### src/rtl/alu_pkg.sv
// Shared definitions for the ALU result stage: NZCV bit positions, skid state
// encoding and the width-independent part of a buffered entry.
package alu_pkg;

    localparam int NZCV_N = 3;
    localparam int NZCV_Z = 2;
    localparam int NZCV_C = 1;
    localparam int NZCV_V = 0;

    typedef enum logic [1:0] {
        ST_EMPTY = 2'd0,
        ST_ONE   = 2'd1,
        ST_FULL  = 2'd2
    } skid_state_t;

    // Packages cannot take parameters, so the WIDTH-dependent data field is
    // prepended by the module that owns WIDTH; everything else lives here.
    typedef struct packed {
        logic [3:0] nzcv;
        logic       sel_err;
        logic       set_flags;
    } entry_meta_t;

endpackage

### src/rtl/alu_flag_gen.sv
// Combinational N/Z flag derivation for one result word.
module alu_flag_gen #(
    parameter int WIDTH = 32
) (
    input  logic [WIDTH-1:0] i_data,
    output logic             o_n,
    output logic             o_z
);

    assign o_n = i_data[WIDTH-1];
    assign o_z = (i_data == '0);

endmodule

### src/rtl/alu_result_stage.sv
// ALU result select stage: picks one of NUM_OPS channel results, derives NZCV,
// and buffers it in a 2-entry skid so in_ready is a registered signal.
module alu_result_stage
    import alu_pkg::*;
#(
    parameter int WIDTH   = 32,
    parameter int NUM_OPS = 9,
    parameter int SEL_W   = $clog2(NUM_OPS)
) (
    input  logic                     clk,
    input  logic                     rst_n,
    input  logic                     in_valid,
    output logic                     in_ready,
    input  logic [SEL_W-1:0]         sel,
    input  logic [NUM_OPS*WIDTH-1:0] results,
    input  logic [NUM_OPS-1:0]       carry_vec,
    input  logic [NUM_OPS-1:0]       ovf_vec,
    input  logic                     set_flags,
    output logic                     out_valid,
    input  logic                     out_ready,
    output logic [WIDTH-1:0]         out_data,
    output logic [3:0]               out_nzcv,
    output logic                     out_sel_err,
    output logic [3:0]               flags_q
);

    typedef struct packed {
        logic [WIDTH-1:0] data;
        entry_meta_t      meta;
    } entry_t;

    skid_state_t      r_state;
    skid_state_t      w_state_nxt;
    entry_t           r_main;
    entry_t           r_skid;
    entry_t           w_new;
    logic [3:0]       r_flags;
    logic             r_in_ready;
    logic             w_accept;
    logic             w_emit;
    logic             w_sel_err;
    logic [WIDTH-1:0] w_data;
    logic             w_c;
    logic             w_v;
    logic             w_n;
    logic             w_z;

    // Out-of-range selects fall back to channel 0 and are tagged.
    always_comb begin
        w_sel_err = (32'(sel) >= NUM_OPS);
        w_data    = results[WIDTH-1:0];
        w_c       = carry_vec[0];
        w_v       = ovf_vec[0];
        for (int k = 1; k < NUM_OPS; k++) begin
            if (!w_sel_err && sel == SEL_W'(k)) begin
                w_data = results[k*WIDTH +: WIDTH];
                w_c    = carry_vec[k];
                w_v    = ovf_vec[k];
            end
        end
    end

    alu_flag_gen #(.WIDTH(WIDTH)) u_flag_gen (
        .i_data (w_data),
        .o_n    (w_n),
        .o_z    (w_z)
    );

    always_comb begin
        w_new                   = '0;
        w_new.data              = w_data;
        w_new.meta.nzcv[NZCV_N] = w_n;
        w_new.meta.nzcv[NZCV_Z] = w_z;
        w_new.meta.nzcv[NZCV_C] = w_c;
        w_new.meta.nzcv[NZCV_V] = w_v;
        w_new.meta.sel_err      = w_sel_err;
        w_new.meta.set_flags    = set_flags;
    end

    assign in_ready = r_in_ready && rst_n;
    assign w_accept = in_valid && in_ready;
    assign w_emit   = out_valid && out_ready;

    always_ff @(posedge clk) begin
        if (!rst_n) r_state <= ST_EMPTY;
        else        r_state <= w_state_nxt;
    end

    always_comb begin
        w_state_nxt = r_state;
        case (r_state)
            ST_EMPTY: if (w_accept) w_state_nxt = ST_ONE;
            ST_ONE: begin
                if (w_accept && !w_emit)      w_state_nxt = ST_FULL;
                else if (w_emit && !w_accept) w_state_nxt = ST_EMPTY;
            end
            ST_FULL:  if (w_emit) w_state_nxt = ST_ONE;
            default:  w_state_nxt = ST_EMPTY;
        endcase
    end

    always_comb begin
        out_valid = (r_state != ST_EMPTY);
    end

    // in_ready is registered from the next state so it never depends on inputs.
    always_ff @(posedge clk) begin
        if (!rst_n) r_in_ready <= 1'b1;
        else        r_in_ready <= (w_state_nxt != ST_FULL);
    end

    always_ff @(posedge clk) begin
        if (!rst_n) begin
            r_main  <= '0;
            r_skid  <= '0;
            r_flags <= '0;
        end else begin
            if (w_emit && r_main.meta.set_flags) r_flags <= r_main.meta.nzcv;
            case (r_state)
                ST_EMPTY: if (w_accept) r_main <= w_new;
                ST_ONE: begin
                    if (w_accept && w_emit) r_main <= w_new;
                    else if (w_accept)      r_skid <= w_new;
                end
                ST_FULL:  if (w_emit) r_main <= r_skid;
                default: ;
            endcase
        end
    end

    assign out_data    = r_main.data;
    assign out_nzcv    = r_main.meta.nzcv;
    assign out_sel_err = r_main.meta.sel_err;
    assign flags_q     = r_flags;

endmodule

### config.mk
export PLATFORM = sky130hd
export DESIGN_NAME = alu_result_stage
export DESIGN_NICKNAME = d
export VERILOG_FILES = /design/src/rtl/alu_pkg.sv /design/src/rtl/alu_flag_gen.sv /design/src/rtl/alu_result_stage.sv
export SDC_FILE = /design/constraint.sdc
export NUM_CORES = 1
export LEC_CHECK = 0
export CAP_MARGIN = 20
export CORE_AREA = 4 4 138 140
export DETAILED_ROUTE_END_ITERATION = 8
export DIE_AREA = 0 0 142 144
export PLACE_DENSITY_LB_ADDON = 0.12
export REMOVE_ABC_BUFFERS = 1
export SETUP_SLACK_MARGIN = 0.3
export SKIP_CTS_REPAIR_TIMING = 1
export SYNTH_ARGS = -nofsm -noshare
export SYNTH_HDL_FRONTEND = slang
export SYNTH_HIERARCHICAL = 1
export SYNTH_SLANG_ARGS = --single-unit
### constraint.sdc
create_clock -name clk -period 5.02 [get_ports clk]
set_clock_uncertainty 0.2 [all_clocks]
set_input_delay 0.502 -clock clk [delete_from_list [all_inputs] [get_ports clk]]
set_output_delay 0.502 -clock clk [all_outputs]
set_load 0.05 [all_outputs]
# After elaboration in Yosys (flattened, before gate mapping)
# Index checks and enable logic that the tools add are counted.
[totals]
regBits = 83
in_bits = 315
output_inout_bits = 43
wordCells = 84
[classes]
magnitude_cmp = 1
eq_ne = 14
muxes = 33
bitwise_logic = 1
reduce_logical = 24
[op_table]
columns = ["op", "n"]
rows = [
  ["32-bit 2-to-1 mux", 8],
  ["38-bit 2-to-1 mux", 3],
  ["38-bit one-hot mux with 3 select lines", 1],
  ["32-bit zero test", 1],
  ["4-bit by 3-bit equality test with 1-bit output (second input constant)", 4],
  ["1-bit 2-to-1 mux", 16],
  ["1-bit logical AND", 15],
  ["4-bit by 2-bit equality test with 1-bit output (second input constant)", 2],
  ["2-bit 2-to-1 mux", 4],
  ["2-bit != test (second input constant)", 4],
  ["2-bit one-hot mux with 3 select lines", 1],
  ["4-bit by 1-bit equality test with 1-bit output (second input constant)", 1],
  ["4-bit equality test (second input constant)", 1],
  ["4-bit greater-or-equal comparator (second input constant)", 1],
  ["4-bit AND reduction", 1],
  ["1-bit zero test", 3],
  ["3-bit AND reduction", 1],
  ["3-bit nonzero test", 1],
  ["2-bit by 1-bit equality test with 1-bit output (second input constant)", 1],
  ["2-bit equality test (second input constant)", 1],
  ["2-bit zero test", 1],
  ["2-bit nonzero test", 1],
  ["1-bit inverter", 1],
]

# Logic depth before layout (Yosys ltp)
# Gate-level depths: netlist (run 1).
[logic_depth]
word_depth = 14
depth_mapped = 15
ltp_nobuf = 11

# Modules after synthesis
# The synthesis (run 1) kept the hierarchy.
[by_module_without_submodules]
columns = ["mod", "instances", "cells_per_inst", "area_each_um2"]
rows = [
  ["alu_result_stage", 1, 996, 7490.9],
  ["alu_flag_gen", 1, 12, 80.1],
]

# Worst setup path before layout (run 1)
# OpenSTA, ideal clock, no wires.
[synth_timing]
path_kind = "input-to-reg"
startpoint = "input port sel[2]"
endpoint = "register r_main (netlist bit out_nzcv[2])"
arrival_ns = 2.642
required_time_ns = 4.762
slack_ns = 2.119
path_stages = 14
n_path_buf = 3
cell_sequence = "buf_4 or4b_1 buf_2 buf_2 o21ai_2 a311oi_1 a221oi_2 inv_1 nor4_1 nand4_1 nor2_1 nand2_1 nand3_1 o211a_1"
[synth_via]
elab_chain_cells = 14
word_cells_on_any_way = 30
[synth_rtl]
columns = ["item", "line", "source"]
rows = [
  ["start: declaration", "alu_result_stage.sv:14", "input logic [SEL_W-1:0] sel,"],
  ["4-bit greater-or-equal comparator", "alu_result_stage.sv:50", "w_sel_err = (32'(sel) >= NUM_OPS);"],
  ["1-bit zero test", "alu_result_stage.sv:55", "if (!w_sel_err && sel == SEL_W'(k)) begin"],
  ["1-bit logical AND", "alu_result_stage.sv:55", ""],
  ["32-bit 2-to-1 mux (7 in series)", "alu_result_stage.sv:55", ""],
  ["32-bit 2-to-1 mux (*)", "alu_result_stage.sv:55", ""],
  ["via w_data[1]", "alu_result_stage.sv:42", "logic [WIDTH-1:0] w_data;"],
  ["32-bit zero test (*)", "alu_flag_gen.sv:11", "assign o_z = (i_data == '0);"],
  ["via w_z", "alu_result_stage.sv:46", "logic w_z;"],
  ["38-bit 2-to-1 mux (on tied branches)", "alu_result_stage.sv:122, alu_result_stage.sv:120", ""],
  ["38-bit one-hot mux with 3 select lines (*)", "alu_result_stage.sv:119", "case (r_state)"],
  ["end signal: assignment", "alu_result_stage.sv:120", "ST_EMPTY: if (w_accept) r_main <= w_new;"],
  ["end signal: assignment", "alu_result_stage.sv:122", "if (w_accept && w_emit) r_main <= w_new;"],
  ["end signal: assignment", "alu_result_stage.sv:125", "ST_FULL: if (w_emit) r_main <= r_skid;"],
  ["end: declaration", "alu_result_stage.sv:34", "entry_t r_main;"],
]
# Mark *: on every way through the listed nets, which the timed path passes. The rest lies on a longest branch. The select of a mux whose other input is x is not followed.
# A chain may end at the register's enable or synchronous reset.

# Worst setup path after layout (run 1)
[layout_timing]
startpoint = "input port sel[1]"
endpoint = "register r_main (netlist bit out_nzcv[2])"
# Same word-level chain as after synthesis.

==> impl_metrics.env, run 1 <==
export IMPL_status="finished, final reports clean"
export IMPL_max_vdd_ir_drop_mv=0.152
export IMPL_port_buffers=357
export IMPL_async_reset_ff_share_pct=0
export IMPL_drc_errors=0
export IMPL_endpoint_kind="register"
export IMPL_synth_distinct_cells=55
export IMPL_path_buf_inv=2
export IMPL_avgRoutedWirePerCell_um=22.1
export IMPL_holdWs_ns=0.264
export IMPL_avgSynthCellArea_um2=7.51
export IMPL_cts_tree="done"
export IMPL_cts_root_buf="clkbuf_16"
export IMPL_row_count=49
export IMPL_hold_viol=0
export IMPL_antenna_found_initial=4
export IMPL_dp_slack_ns=1.03
export IMPL_slowest_stage="or4b_2"
export IMPL_placed_cell_area_um2=10800
export IMPL_gp_congestion=0.935
export IMPL_detail_route_antenna_nets=0
export IMPL_path_delay_family="simple AND/OR/NAND/NOR gates"
export IMPL_path_cells="buf_4 -> or4b_2 -> o21ai_0 -> a311oi_1 -> a221oi_1 -> inv_1 -> nor4_1 -> nand4_1 -> nor2_1 -> nand2_1 -> nand3_1 -> o211a_1"
export IMPL_period_share_pct=73.3
export IMPL_start_kind="input pin"
export IMPL_vias_per_cell=6.21
export IMPL_grt_total_usage_pct=30.2
export IMPL_yosys_area_top_type_share_pct=21.9
export IMPL_slowest_delay_ns=1.09
export IMPL_synth_largest_area_cell="dfxtp_1"
export IMPL_cts_buffers=9
export IMPL_setup_violations=0
export IMPL_timing_fmax_ghz=0.272
export IMPL_cp_arrival_ns=3.76
export IMPL_synth_edf_count=0
export IMPL_maxCapViolCount=0
export IMPL_path_class="in -> reg"
export IMPL_grt_pass1_vias=8713
export IMPL_cp_data_required_time_ns=5.10
export IMPL_cts_htree_levels=3
export IMPL_yosys_register_bits=83
export IMPL_grt_start_max_net_pins=93
export IMPL_max_clock_path_buffers=2
export IMPL_filler_cell_count=1641
export IMPL_io_pins=358
export IMPL_hpwlAfterDp_mm=23.6
export IMPL_rsz0062_at_grt="false"
export IMPL_drive_above_1_share_pct=6.70
export IMPL_slew_headroom_pct=34.0
export IMPL_route_vias_total=9222
export IMPL_leakagePower_uw=0.00403
export IMPL_dieArea_um2=20400
export IMPL_fin_util_pct=62.7
export IMPL_clk_pin_slew_ns=0.06
export IMPL_drt_iter0_markers=749
export IMPL_clkLatencyLatePin_ns=0.34
export IMPL_power_density_nw_per_um2=214
export IMPL_start_util_pct=42.4
export IMPL_fin_nets=1564
export IMPL_ys_top_cells_by_area="dfxtp_1 (22%), o21ai_0 (11%), buf_4 (4.4%)"
export IMPL_yosysSeqAreaShare_pct=21.9
export IMPL_grt_ovfl_total=0
export IMPL_fin_area_um2=11200
export IMPL_synthFlopType="dfxtp_1"
export IMPL_die_w_um=142
export IMPL_crit_fanout=27
export IMPL_wl_mm=32.9
export IMPL_slew_viol_final=0
export IMPL_area_growth_syn_to_layout_pct=47.7
export IMPL_grt_pass1_wl_mm=49.1
export IMPL_fin_setup_tns_ns=0
export IMPL_yosysWarnings=6
export IMPL_syn_cell_area_um2=7570
export IMPL_dr_pass1_iters=5
export IMPL_syn_inst=1008
export IMPL_setup_ws_ns=1.34
export IMPL_period_needed_ns=3.68
export IMPL_coreArea_um2=17800
export IMPL_chipHeight_um=144
export IMPL_holdCritPathClass="reg -> reg"
export IMPL_worst_slew_pin_slew_ns=0.989
export IMPL_cts_sinks=83
-- placed cells by master, fill, tap and decap left out, types with 8 or more instances in the layout --
cell / Yosys / routed
a21oi_1: 50 / 50
a2bb2oi_1: 26 / 26
a31oi_1: 33 / 33
a32o_1: 26 / 26
buf_4: 44 / 18
clkbuf_16: 0 / 9
clkdlybuf4s50_1: 0 / 352
dfxtp_1: 83 / 83
inv_1: 8 / 8
mux2_2: 27 / 27
mux2i_1: 11 / 11
nand2_1: 59 / 59
nand2b_1: 32 / 31
nand3_1: 9 / 8
nand4_1: 28 / 28
nand4bb_1: 8 / 8
nor2_1: 31 / 31
nor2b_1: 11 / 9
o211ai_1: 8 / 8
o21a_1: 27 / 27
o21ai_0: 165 / 165
o21ai_1: 41 / 41
o21ba_1: 27 / 27
o221ai_1: 28 / 28
o22ai_1: 34 / 34
or4bb_1: 18 / 18
-- worst paths after layout --
kind	from	endpoint	slack, ns	depth (start not counted)
hold / removal	out_data[2]	out_data[2]	0.26	1
setup reg to reg	r_state[1]	out_data[18]	2.49	6
setup / recovery	sel[1]	out_nzcv[2]	1.34	12
hold reg to reg	out_data[2]	out_data[2]	0.26	1
-- flip-flops by register name (all words and copies together), names as in the netlist --
register,flops
flags_q,4
out_data,32
out_nzcv,4
out_sel_err,1
r_in_ready,1
r_main,1
r_skid,38
r_state,2
-- metal layers --
| metal | global-route usage (%) | share of wire (%) |
|---|---|---|
| met1 | 36.7 | 40 |
| met2 | 53.9 | 49 |
| met3 | 5.79 | 8.7 |
| met4 | 9.55 | 2.3 |
| met5 | 0 | 0.055 |
-- synth_stat cells (all sizes together), types with 2 or more instances --
cell	number
and2	4
nand2	59
o21ai	211
inv	8
o21a	27
nand4	28
nor2	31
nand3	9
o22ai	34
buf	79
a2bb2oi	26
a311oi	6
mux2i	11
a221oi	4
o211ai	8
a31oi	33
or2	2
clkbuf	65
a22oi	7
or4bb	18
o211a	7
nor3	3
mux2	27
nand4bb	8
o221ai	28
a32o	26
a221o	2
dfxtp	83
nor2b	11
nor4	8
o21ba	27
nand2b	32
a211oi	7
a21boi	3
or3	5
a21oi	50
-- metrics by stage --
stage	instances	power, uW
finish	1486	2390
global route	1486	2490
CTS	1483	2390
detailed placement	1467	1620
global placement	1467	1610
floorplan	864	1130
-- power breakdown --
part,switching (uW),internal [uW]
sequential,25.5,697
combinational,448,441
clock,283,499
-- kinds of logic (layout without fill, tap and decap cells) --
| logic type | after synthesis | count (layout) | share of synthesized area (%) |
|---|---|---|---|
| AO/OA/AOI/OAI | 509 | 509 | 44.4 |
| buffers and inverters | 152 | 398 | 10.2 |
| flip-flops | 83 | 83 | 21.9 |
| multiplexers | 38 | 38 | 5.47 |
| other | 0 | 3 | 0 |
| AND/OR/NAND/NOR | 226 | 226 | 17.9 |
-- final cells by class --
| class | instances | area (um^2) | share of cell area (%) |
|---|---|---|---|
| timing repair buffer | 374 | 3690 | 33.0 |
| clock buffer | 11 | 243 | 2.17 |
| antenna | 3 | 7.51 | 0.0671 |
| sequential | 83 | 1660 | 14.9 |
| multi-input combinational | 773 | 5160 | 46.2 |
| clock inverter | 5 | 100 | 0.895 |
| tap | 229 | 287 | 2.56 |
| inverter | 8 | 30.0 | 0.268 |
Note: power is estimated with default switching activity, not from simulation.
==> run 2: changes to the inputs <==
Settings changed: CORE_AREA 4 4 138 140 to unset, CORE_MARGIN set to 4, CORE_UTILIZATION set to 42, DIE_AREA 0 0 142 144 to unset.
Clock period 5.02 ns to 3.8 ns, I/O delays scaled along.
==> run 2 against run 1 <==
Global-route usage barely moved. First-iteration DRC count rose by 24%. Non-clock buffer count rose by 11. Routed wire length fell by 1.2%. Worst hold slack got worse by 0.0036 ns. Sequential power rose by 32%. Cell area rose by 0.50%. Utilization rose by 1.6 points. Register-to-register slack got worse by 1.3 ns. Critical path type unchanged. Largest cell class unchanged.
==> impl_metrics.env, run 2 (same netlist as run 1, synthesis figures left out) <==
export IMPL_status="finished, final reports clean"
export IMPL_dieArea_um2=20200
export IMPL_start_kind="input pin"
export IMPL_route_vias_total=9224
export IMPL_clkLatencyLatePin_ns=0.34
export IMPL_leakagePower_uw=0.00407
export IMPL_r2r_cells=6
export IMPL_grt_start_max_net_pins=94
export IMPL_gp_congestion=0.906
export IMPL_power_density_nw_per_um2=273
export IMPL_rsz0062_at_grt="false"
export IMPL_detail_route_antenna_nets=0
export IMPL_wl_mm=32.5
export IMPL_hold_path_startpoint="r_skid[2]"
export IMPL_setup_violations=0
export IMPL_hold_viol=0
export IMPL_slowest_stage="or4b_1"
export IMPL_area_growth_syn_to_layout_pct=48.5
export IMPL_die_w_um=142
export IMPL_max_clock_path_buffers=2
export IMPL_fin_setup_tns_ns=0
export IMPL_top_register="r_skid"
export IMPL_r2r_start="r_state[1]"
export IMPL_mostFrequentLayoutCells="clkdlybuf4s50_1 (352), o21ai_0 (165), dfxtp_1 (83)"
export IMPL_coreArea_um2=17500
export IMPL_cts_sinks=83
export IMPL_max_vdd_ir_drop_mv=0.176
export IMPL_cts_root_buf="clkbuf_16"
export IMPL_grt_ovfl_total=0
export IMPL_drc_errors=0
export IMPL_antenna_cells=0
export IMPL_slowest_delay_ns=0.52
export IMPL_holdCritPathClass="reg -> reg"
export IMPL_largest_register_ffs=38
export IMPL_path_delay_family="simple AND/OR/NAND/NOR gates"
export IMPL_min_to="r_skid[2]"
export IMPL_row_count=48
export IMPL_chipHeight_um=142
export IMPL_cp_data_required_time_ns=3.88
export IMPL_cp_arrival_ns=3.18
export IMPL_io_pins=358
export IMPL_path_buf_inv=4
export IMPL_slew_viol_final=0
export IMPL_grt_pass1_vias=8908
export IMPL_avgRoutedWirePerCell_um=21.8
export IMPL_dr_pass1_iters=5
export IMPL_cts_tree="done"
export IMPL_port_buffers=357
export IMPL_start_util_pct=43.3
export IMPL_grt_pass1_wl_mm=48.9
export IMPL_maxCapViolCount=0
export IMPL_crit_top_cell="buf_4"
export IMPL_startpoint="sel[2]"
export IMPL_total_power_uw=3070
export IMPL_worst_slew_pin_slew_ns=0.981
export IMPL_r2r_end="out_data[24]"
export IMPL_vias_per_cell=6.20
export IMPL_hpwlAfterDp_mm=24.0
export IMPL_clk_pin_slew_ns=0.06
export IMPL_ff2ff_setup_slack_ns=1.22
export IMPL_fin_nets=1575
export IMPL_cts_htree_levels=3
export IMPL_path_cells="buf_2 -> or4b_1 -> buf_4 -> o21ai_0 -> a311oi_1 -> a221oi_1 -> buf_4 -> inv_1 -> nor4_1 -> nand4_1 -> nor2_1 -> nand2_1 -> nand3_1 -> o211a_1"
export IMPL_antenna_found_initial=0
export IMPL_drive_above_1_share_pct=7.29
export IMPL_hold_depth=2
export IMPL_period_share_pct=81.6
export IMPL_crit_fanout=34
export IMPL_drt_iter0_markers=931
export IMPL_path_class="in -> reg"
export IMPL_cts_buffers=9
export IMPL_period_needed_ns=3.10
export IMPL_layout_commonest_cell="clkdlybuf4s50_1"
export IMPL_grt_total_usage_pct=30.2
export IMPL_timing_fmax_ghz=0.323
export IMPL_slew_headroom_pct=34.6
export IMPL_endpoint_kind="register"
export IMPL_fin_util_pct=64.3
## run 2: metrics by stage
step	cell area (um^2)	hold WS, ns	cells	worst slack (ns)
6_report	11200	0.260	1487	0.700
5_1_grt	11200	0.290	1487	0.427
4_1_cts	11200	0.261	1487	0.728
3_5_place_dp	10900	0.253	1474	0.387
3_3_place_gp	10900	0.249	1474	0.438
2_1_floorplan	6830	0.241	864	0.493
## run 2: worst min-delay path, stage by stage, from the launching register on
cell,delay (ns)
dfxtp_1,0.31
nand3_1,0.06
o21ai_1,0.05
## run 2: area by class of cell
type                       count  area, um^2
clock buffer                  10         239
clock inverter                 3        65.1
fill                        1589        6240
inverter                       8        30.0
multi-input combinational    773        5160
sequential                    83        1660
tap                          225         282
timing repair buffer         385        3800
## run 2: where the power goes
group	leakage [uW]	internal (uW)	total, uW	switching [uW]
Clock	0.000150	582	931	349
Sequential	0.000676	921	954	33.2
Combinational	0.00324	592	1190	594
Total	0.00407	2100	3070	976
## run 2: routing by layer
layer | share of wire, % | GRT usage, %
met1 | 40 | 37.9
met2 | 48 | 53.2
met3 | 9.3 | 4.91
met4 | 2.6 | 9.19
met5 | 0 | 0
## run 2: how the worst max path moves through the flow
stage / endpoint / slack [ns] / cells after the start
floorplan: out_nzcv[2] / 0.49 / 11
global placement: out_nzcv[2] / 0.44 / 14
detailed placement: out_nzcv[2] / 0.39 / 14
CTS: out_nzcv[2] / 0.73 / 14
global route: out_nzcv[2] / 0.43 / 15
finish: out_nzcv[2] / 0.70 / 14
